===== config.mk =====
export PLATFORM = sky130hd
export DESIGN_NAME = spike_vote_classifier_flat
export DESIGN_NICKNAME = d
export VERILOG_FILES = /design/src/rtl/spike_vote_classifier_pkg.sv /design/src/rtl/spike_vote_classifier_if.sv /design/src/rtl/spike_vote_classifier_sat_counter.sv /design/src/rtl/spike_vote_classifier.sv /design/src/flat_wrapper.sv
export SDC_FILE = /design/constraint.sdc
export NUM_CORES = 1
export LEC_CHECK = 0
export ABC_CLOCK_PERIOD_IN_PS = 3000
export CAP_MARGIN = 15
export CORE_ASPECT_RATIO = 0.9
export CORE_MARGIN = 1
export CORE_UTILIZATION = 39
export CTS_BUF_LIST = sky130_fd_sc_hd__clkbuf_4
export CTS_CLUSTER_DIAMETER = 100
export DETAILED_ROUTE_END_ITERATION = 12
export PLACE_DENSITY_LB_ADDON = 0.2
export SYNTH_ARGS = -nofsm -noshare
export SYNTH_HDL_FRONTEND = slang
export SYNTH_SLANG_ARGS = --single-unit

===== constraint.sdc =====
create_clock -name clk -period 3 [get_ports clk]
set_input_delay 0.6 -clock clk [delete_from_list [all_inputs] [get_ports clk]]
set_output_delay 0.6 -clock clk [all_outputs]
set_load 0.005 [all_outputs]

===== src/rtl/spike_vote_classifier_pkg.sv =====
// Shared defaults and FSM encoding for the spike-count vote classifier.
package snn_pkg;
  localparam int NUM_CLASSES = 10;
  localparam int CNT_W       = 8;
  localparam int WIN_W       = 8;

  typedef enum logic [1:0] {IDLE, ACCUM, ARGMAX, DONE} vote_state_e;
endpackage


===== src/rtl/spike_vote_classifier_if.sv =====
// Handshake bundle between the network / consumer and the vote classifier.
interface spike_vote_classifier_if #(
  parameter int NUM_CLASSES = 10,
  parameter int CNT_W       = 8,
  parameter int WIN_W       = 8
);
  localparam int CLS_W = (NUM_CLASSES > 1) ? $clog2(NUM_CLASSES) : 1;

  logic                   ce;
  logic                   start;
  logic [WIN_W-1:0]       window_len;
  logic [NUM_CLASSES-1:0] spike_in;
  logic                   busy;
  logic                   valid_out;
  logic                   ready_in;
  logic [CLS_W-1:0]       class_out;
  logic [CNT_W-1:0]       max_count;

  modport master (output ce, start, window_len, spike_in, ready_in,
                  input  busy, valid_out, class_out, max_count);
  modport slave  (input  ce, start, window_len, spike_in, ready_in,
                  output busy, valid_out, class_out, max_count);
endinterface


===== src/rtl/spike_vote_classifier_sat_counter.sv =====
// Per-class spike counter; sticks at all-ones instead of wrapping.
module spike_sat_counter #(
  parameter int CNT_W = 8
) (
  input  logic             clk,
  input  logic             rst_n,
  input  logic             clr,
  input  logic             inc,
  output logic [CNT_W-1:0] cnt
);
  always_ff @(posedge clk or negedge rst_n) begin
    if (!rst_n)                   cnt <= '0;
    else if (clr)                 cnt <= '0;
    else if (inc && (cnt != '1))  cnt <= cnt + 1'b1;
  end
endmodule


===== src/rtl/spike_vote_classifier.sv =====
// Accumulates output-layer spikes over a window, then picks the winning class
// with a one-comparator sequential argmax.
module spike_vote_classifier
  import snn_pkg::*;
#(
  parameter int NUM_CLASSES = snn_pkg::NUM_CLASSES,
  parameter int CNT_W       = snn_pkg::CNT_W,
  parameter int WIN_W       = snn_pkg::WIN_W
) (
  input logic clk,
  input logic rst_n,
  spike_vote_classifier_if.slave bus
);
  localparam int CLS_W = (NUM_CLASSES > 1) ? $clog2(NUM_CLASSES) : 1;

  vote_state_e state, state_nxt;

  logic [NUM_CLASSES-1:0][CNT_W-1:0] cnt;
  logic [WIN_W-1:0] remaining;
  logic [CLS_W-1:0] scan_idx, best_idx, class_q, win_idx;
  logic [CNT_W-1:0] best_cnt, max_q, cur_cnt, win_cnt;
  logic             accept, sample, last_idx, gt;

  assign accept   = (state == IDLE) && bus.start;
  assign sample   = (state == ACCUM) && bus.ce;
  assign last_idx = (scan_idx == CLS_W'(NUM_CLASSES - 1));
  assign cur_cnt  = cnt[scan_idx];
  // Strict compare keeps the earlier (lower) index on ties.
  assign gt       = cur_cnt > best_cnt;
  assign win_idx  = gt ? scan_idx : best_idx;
  assign win_cnt  = gt ? cur_cnt  : best_cnt;

  for (genvar g = 0; g < NUM_CLASSES; g++) begin : g_cnt
    spike_sat_counter #(.CNT_W(CNT_W)) u_cnt (
      .clk   (clk),
      .rst_n (rst_n),
      .clr   (accept),
      .inc   (sample && bus.spike_in[g]),
      .cnt   (cnt[g])
    );
  end

  always_ff @(posedge clk or negedge rst_n) begin
    if (!rst_n) state <= IDLE;
    else        state <= state_nxt;
  end

  always_comb begin
    state_nxt = state;
    case (state)
      IDLE:    if (bus.start) state_nxt = (bus.window_len == '0) ? ARGMAX : ACCUM;
      ACCUM:   if (sample && (remaining == WIN_W'(1))) state_nxt = ARGMAX;
      ARGMAX:  if (last_idx) state_nxt = DONE;
      DONE:    if (bus.ready_in) state_nxt = IDLE;
      default: state_nxt = IDLE;
    endcase
  end

  always_ff @(posedge clk or negedge rst_n) begin
    if (!rst_n) begin
      remaining <= '0;
      scan_idx  <= '0;
      best_idx  <= '0;
      best_cnt  <= '0;
      class_q   <= '0;
      max_q     <= '0;
    end else begin
      if (accept)      remaining <= bus.window_len;
      else if (sample) remaining <= remaining - 1'b1;

      // Scan registers sit at zero outside ARGMAX so every scan starts clean.
      if (state != ARGMAX) begin
        scan_idx <= '0;
        best_idx <= '0;
        best_cnt <= '0;
      end else begin
        scan_idx <= scan_idx + 1'b1;
        best_idx <= win_idx;
        best_cnt <= win_cnt;
        if (last_idx) begin
          class_q <= win_idx;
          max_q   <= win_cnt;
        end
      end
    end
  end

  assign bus.busy      = (state != IDLE);
  assign bus.valid_out = (state == DONE);
  assign bus.class_out = class_q;
  assign bus.max_count = max_q;
endmodule

===== src/flat_wrapper.sv =====
// flat-port wrapper written by rule: the top's interface ports become plain ports
module spike_vote_classifier_flat import snn_pkg::*;
#(
  parameter int NUM_CLASSES = snn_pkg::NUM_CLASSES,
  parameter int CNT_W       = snn_pkg::CNT_W,
  parameter int WIN_W       = snn_pkg::WIN_W
)
  (clk, rst_n, bus_ce, bus_start, bus_window_len, bus_spike_in, bus_ready_in, bus_busy, bus_valid_out, bus_class_out, bus_max_count);
  spike_vote_classifier_if #(.NUM_CLASSES(NUM_CLASSES), .CNT_W(CNT_W), .WIN_W(WIN_W)) bus_i ();
  input logic clk;
  input logic rst_n;
  input wire logic [$bits(bus_i.ce)-1:0] bus_ce;
  input wire logic [$bits(bus_i.start)-1:0] bus_start;
  input wire logic [$bits(bus_i.window_len)-1:0] bus_window_len;
  input wire logic [$bits(bus_i.spike_in)-1:0] bus_spike_in;
  input wire logic [$bits(bus_i.ready_in)-1:0] bus_ready_in;
  output wire logic [$bits(bus_i.busy)-1:0] bus_busy;
  output wire logic [$bits(bus_i.valid_out)-1:0] bus_valid_out;
  output wire logic [$bits(bus_i.class_out)-1:0] bus_class_out;
  output wire logic [$bits(bus_i.max_count)-1:0] bus_max_count;
  assign bus_i.ce = bus_ce;
  assign bus_i.start = bus_start;
  assign bus_i.window_len = bus_window_len;
  assign bus_i.spike_in = bus_spike_in;
  assign bus_i.ready_in = bus_ready_in;
  assign bus_busy = bus_i.busy;
  assign bus_valid_out = bus_i.valid_out;
  assign bus_class_out = bus_i.class_out;
  assign bus_max_count = bus_i.max_count;
  spike_vote_classifier #(.NUM_CLASSES(NUM_CLASSES), .CNT_W(CNT_W), .WIN_W(WIN_W)) u_core (.clk(clk), .rst_n(rst_n), .bus(bus_i));
endmodule

==> results.yml <==
logic_synthesis:
  syn_nets: 757
  post-synth-top-count-cell: "dfrtp_1"
  synth.top_cells.by_area: "dfrtp_1 43%, xnor2_1 5.5%, ha_1 4.9%"
  synthMuxAreaShare: 0.0603
  synth.largest_area_cell: "dfrtp_1"
  synth_compound_area_frac: 0.117
  synth-simple-area-share: 0.212
  avgSynthCellArea_sq_um: 9.71
  synth-seq-area-share: 0.430
  yosysTopAreaCellShare: 0.430
  ys_types: 53
  synth_area_sq_um: 6860
  synthAdderAreaFrac: 0.0492
  ys_seq_elements: 118
  synth_top_family_by_area: "simple AND/OR/NAND/NOR gates"
  synthTopCellsByCount: "118 x dfrtp_1, 80 x nand2_1, 72 x nor2_1, 43 x xnor2_1"
  synthCells: 707
  synth_warnings: 0
  async_flop_share: 1.00
  synth_xor_area_frac: 0.0893
  synth-edff-count: 0
  ys.flop_type: "dfrtp_1"
min_path:
  hp-class: "reg -> reg"
global_routing:
  grt_first_pass_wirelength_microns: 27100
  grt_max_degree: 81
  grt_usage: 0.193
  grt-ovfl-total: 0
  grt_pass1_vias: 5286
  antenna_found_initial: 1
power_and_ir_drop:
  p_leak_uw: 0.00338
  ir_worst_vdd_v: 0.000539
  power_density_nw_per_um2: 828
  seqPwrFrac: 0.327
  power_switching_uw: 2840
  swShare: 0.428
  p_clk_frac: 0.167
  p_int_uw: 3800
  combPwrFrac: 0.506
placed_design:
  placedCellCount: 981
  gp_congestion: 0.833
  hpwlAfterDp_microns: 11600
  port_buffers: 36
worst_setup_path:
  worstPathMaxFanout: 7
  cp.arrival_ns: 3.35
  max_stage_delay_ns: 0.51
  cp-start-kind: "flop"
  cp.required_ns: 3.45
  endpoint_kind: "flop"
  criticalPathCategory: "reg -> reg"
  slowest_stage: "mux4_2"
  crit_chain: "buf_12, mux4_2, o22ai_2, o31ai_2, ha_1, o21ai_0, nor2_2, o31a_1, and3_1, o31ai_1"
timing:
  skew_ns: 0.0195
  setup_violations: 0
  relSlewSlack: 0.459
  hold_viol: 0
  period_share: 0.969
  rsz0062_at_grt: "true"
  whs_ns: 0.494
  worst_pin_slew_ns: 0.809
  fmax_mhz: 344
  slew_viol_final: 0
  setup_tns_ns: 0
  min_period_ns: 2.91
clock_network:
  clock_latency_ns: 0.55
  numClockSinks: 118
  clk_pin_slew_ns: 0.11
  cts_buffer_depth: 2
  numCtsBuffers: 17
  cts_htree_levels: 4
  cts_tree: "yes"
  cts-root-buf: "clkbuf_4"
final_layout:
  utilization: 0.470
  syn_to_final_growth_pct: 16.9
  final_nets: 821
  instances_no_fill: 1020
  drive_above_1_share: 0.162
route:
  drt-initial-drc-count: 401
  dr.pass1.iters: 5
  drcViolationCount: 0
  avgRoutedWirePerCell_microns: 16.2
  vias: 5504
  drt_wl_total_microns: 16500
  ant_nets: 0
  vias_per_cell: 5.40
floorplan:
  pin_count: 37
  rows: 45
  die_x_microns: 142
  die-area_sq_um: 18100
  die_h_microns: 128
  initial_core_util: 0.402
  core_area_sq_um: 17100
run:
  maxCapViolations: 0
outcome:
  outcome: "finished, final reports clean"
-- power by group through the flow --
stage                     Sequential [uW]  Clock [uW]  Combinational (uW)
after floorplan                      2080           0                2100
after global placement               2170           0                2740
after detailed placement             2190           0                2830
after CTS                            2160        1140                2930
after global routing                 2210        1210                3730
final                                2170        1110                3360
-- worst max-delay path, delay by kind of cell, from the launching register on --
| family | cells | cell delay [ns] |
|---|---|---|
| AND/OR/NAND/NOR | 2 | 0.34 |
| multiplexers | 1 | 0.51 |
| buffers and inverters | 1 | 0.14 |
| flip-flops | 1 | 0.44 |
| AO/OA/AOI/OAI | 5 | 1.12 |
| adder cells (fa/ha/maj) | 1 | 0.29 |
-- sequential cells by signal (all words and copies together), names as in the netlist --
signal and cells:
u_core.best_cnt 8, u_core.best_idx 4, u_core.bus.class_out 4, u_core.bus.max_count 8
u_core.g_cnt.u_cnt.cnt 80, u_core.remaining 8, u_core.scan_idx 4, u_core.state 2
-- metrics by stage --
stage	power [uW]	instance area [sq um]	setup slack, ns
finish	6640	8020	0.0928
global route	7140	8020	-0.0536
CTS	6230	7920	0.00944
detailed placement	5020	7620	-0.152
global placement	4920	7620	-0.0498
floorplan	4190	6860	0.0983
-- timing repair --
item,CTS,global route
gates resized for setup,5,27
endpoints found under the setup margin,24,24
cloned,1,2
hold endpoints to repair,27,0
pin swaps,0,5
setup buffers,0,2
hold buffers,1,0
-- path summary, 6_finish.rpt --
| check | slack, ns | end | startpoint | depth (start not counted) |
|---|---|---|---|---|
| min | 0.49 | u_core.bus.class_out[3] | u_core.bus.class_out[3] | 2 |
| max in group asynchronous | 1.73 | u_core.scan_idx[0] | rst_n | 3 |
| min in group asynchronous | 0.53 | u_core.g_cnt[5].u_cnt.cnt[0] | rst_n | 2 |
| max | 0.09 | u_core.bus.max_count[0] | u_core.scan_idx[0] | 10 |
| min reg2reg | 0.49 | u_core.bus.class_out[3] | u_core.bus.class_out[3] | 2 |
| max reg2reg | 0.09 | u_core.bus.max_count[0] | u_core.scan_idx[0] | 10 |
-- kinds of logic after synthesis --
kind of cell	count (synthesis)
and+or+nand+nor	292
AOI/OAI and AO/OA	118
DFF	118
xor gates and xnor gates	70
buffers and inverters	55
muxes	27
adders and majority gates	27
-- area by class of cell --
cell class                      count  area, sq um
Antenna cell                        1         2.50
Tap cell                          235          294
Clock inverter                     13          114
Sequential cell                   118         2960
Inverter                           25         93.8
Clock buffer                       19          143
Multi-Input combinational cell    536         3720
Timing Repair Buffer               73          706
Fill cell                        1666         9040
-- cell usage in the layout, fill, tap and decap left out, types with 7 or more instances in the layout --
cell type        instances
clkbuf_4                19
dfrtp_1                116
ha_1                    27
or3b_1                   7
o31ai_2                 10
xnor2_1                 43
o211a_1                  9
xor2_1                  27
a211oi_1                 8
nor3_1                  33
a21oi_1                 30
nor2_1                  71
o21ai_0                 25
mux2_2                  17
nand4_1                 32
o22ai_2                  7
o211ai_1                 9
nand3_1                 25
nand2_1                 80
buf_4                   29
or3_1                    9
inv_1                   24
clkdlybuf4s50_1         35
-- per-layer routing --
layer / global-route usage / wire length, microns
met5: 0 / 0
met4: 0.0740 / 361
met3: 0.0385 / 739
met2: 0.297 / 7450
met1: 0.268 / 7950
Power figures use the tool's default switching activity.
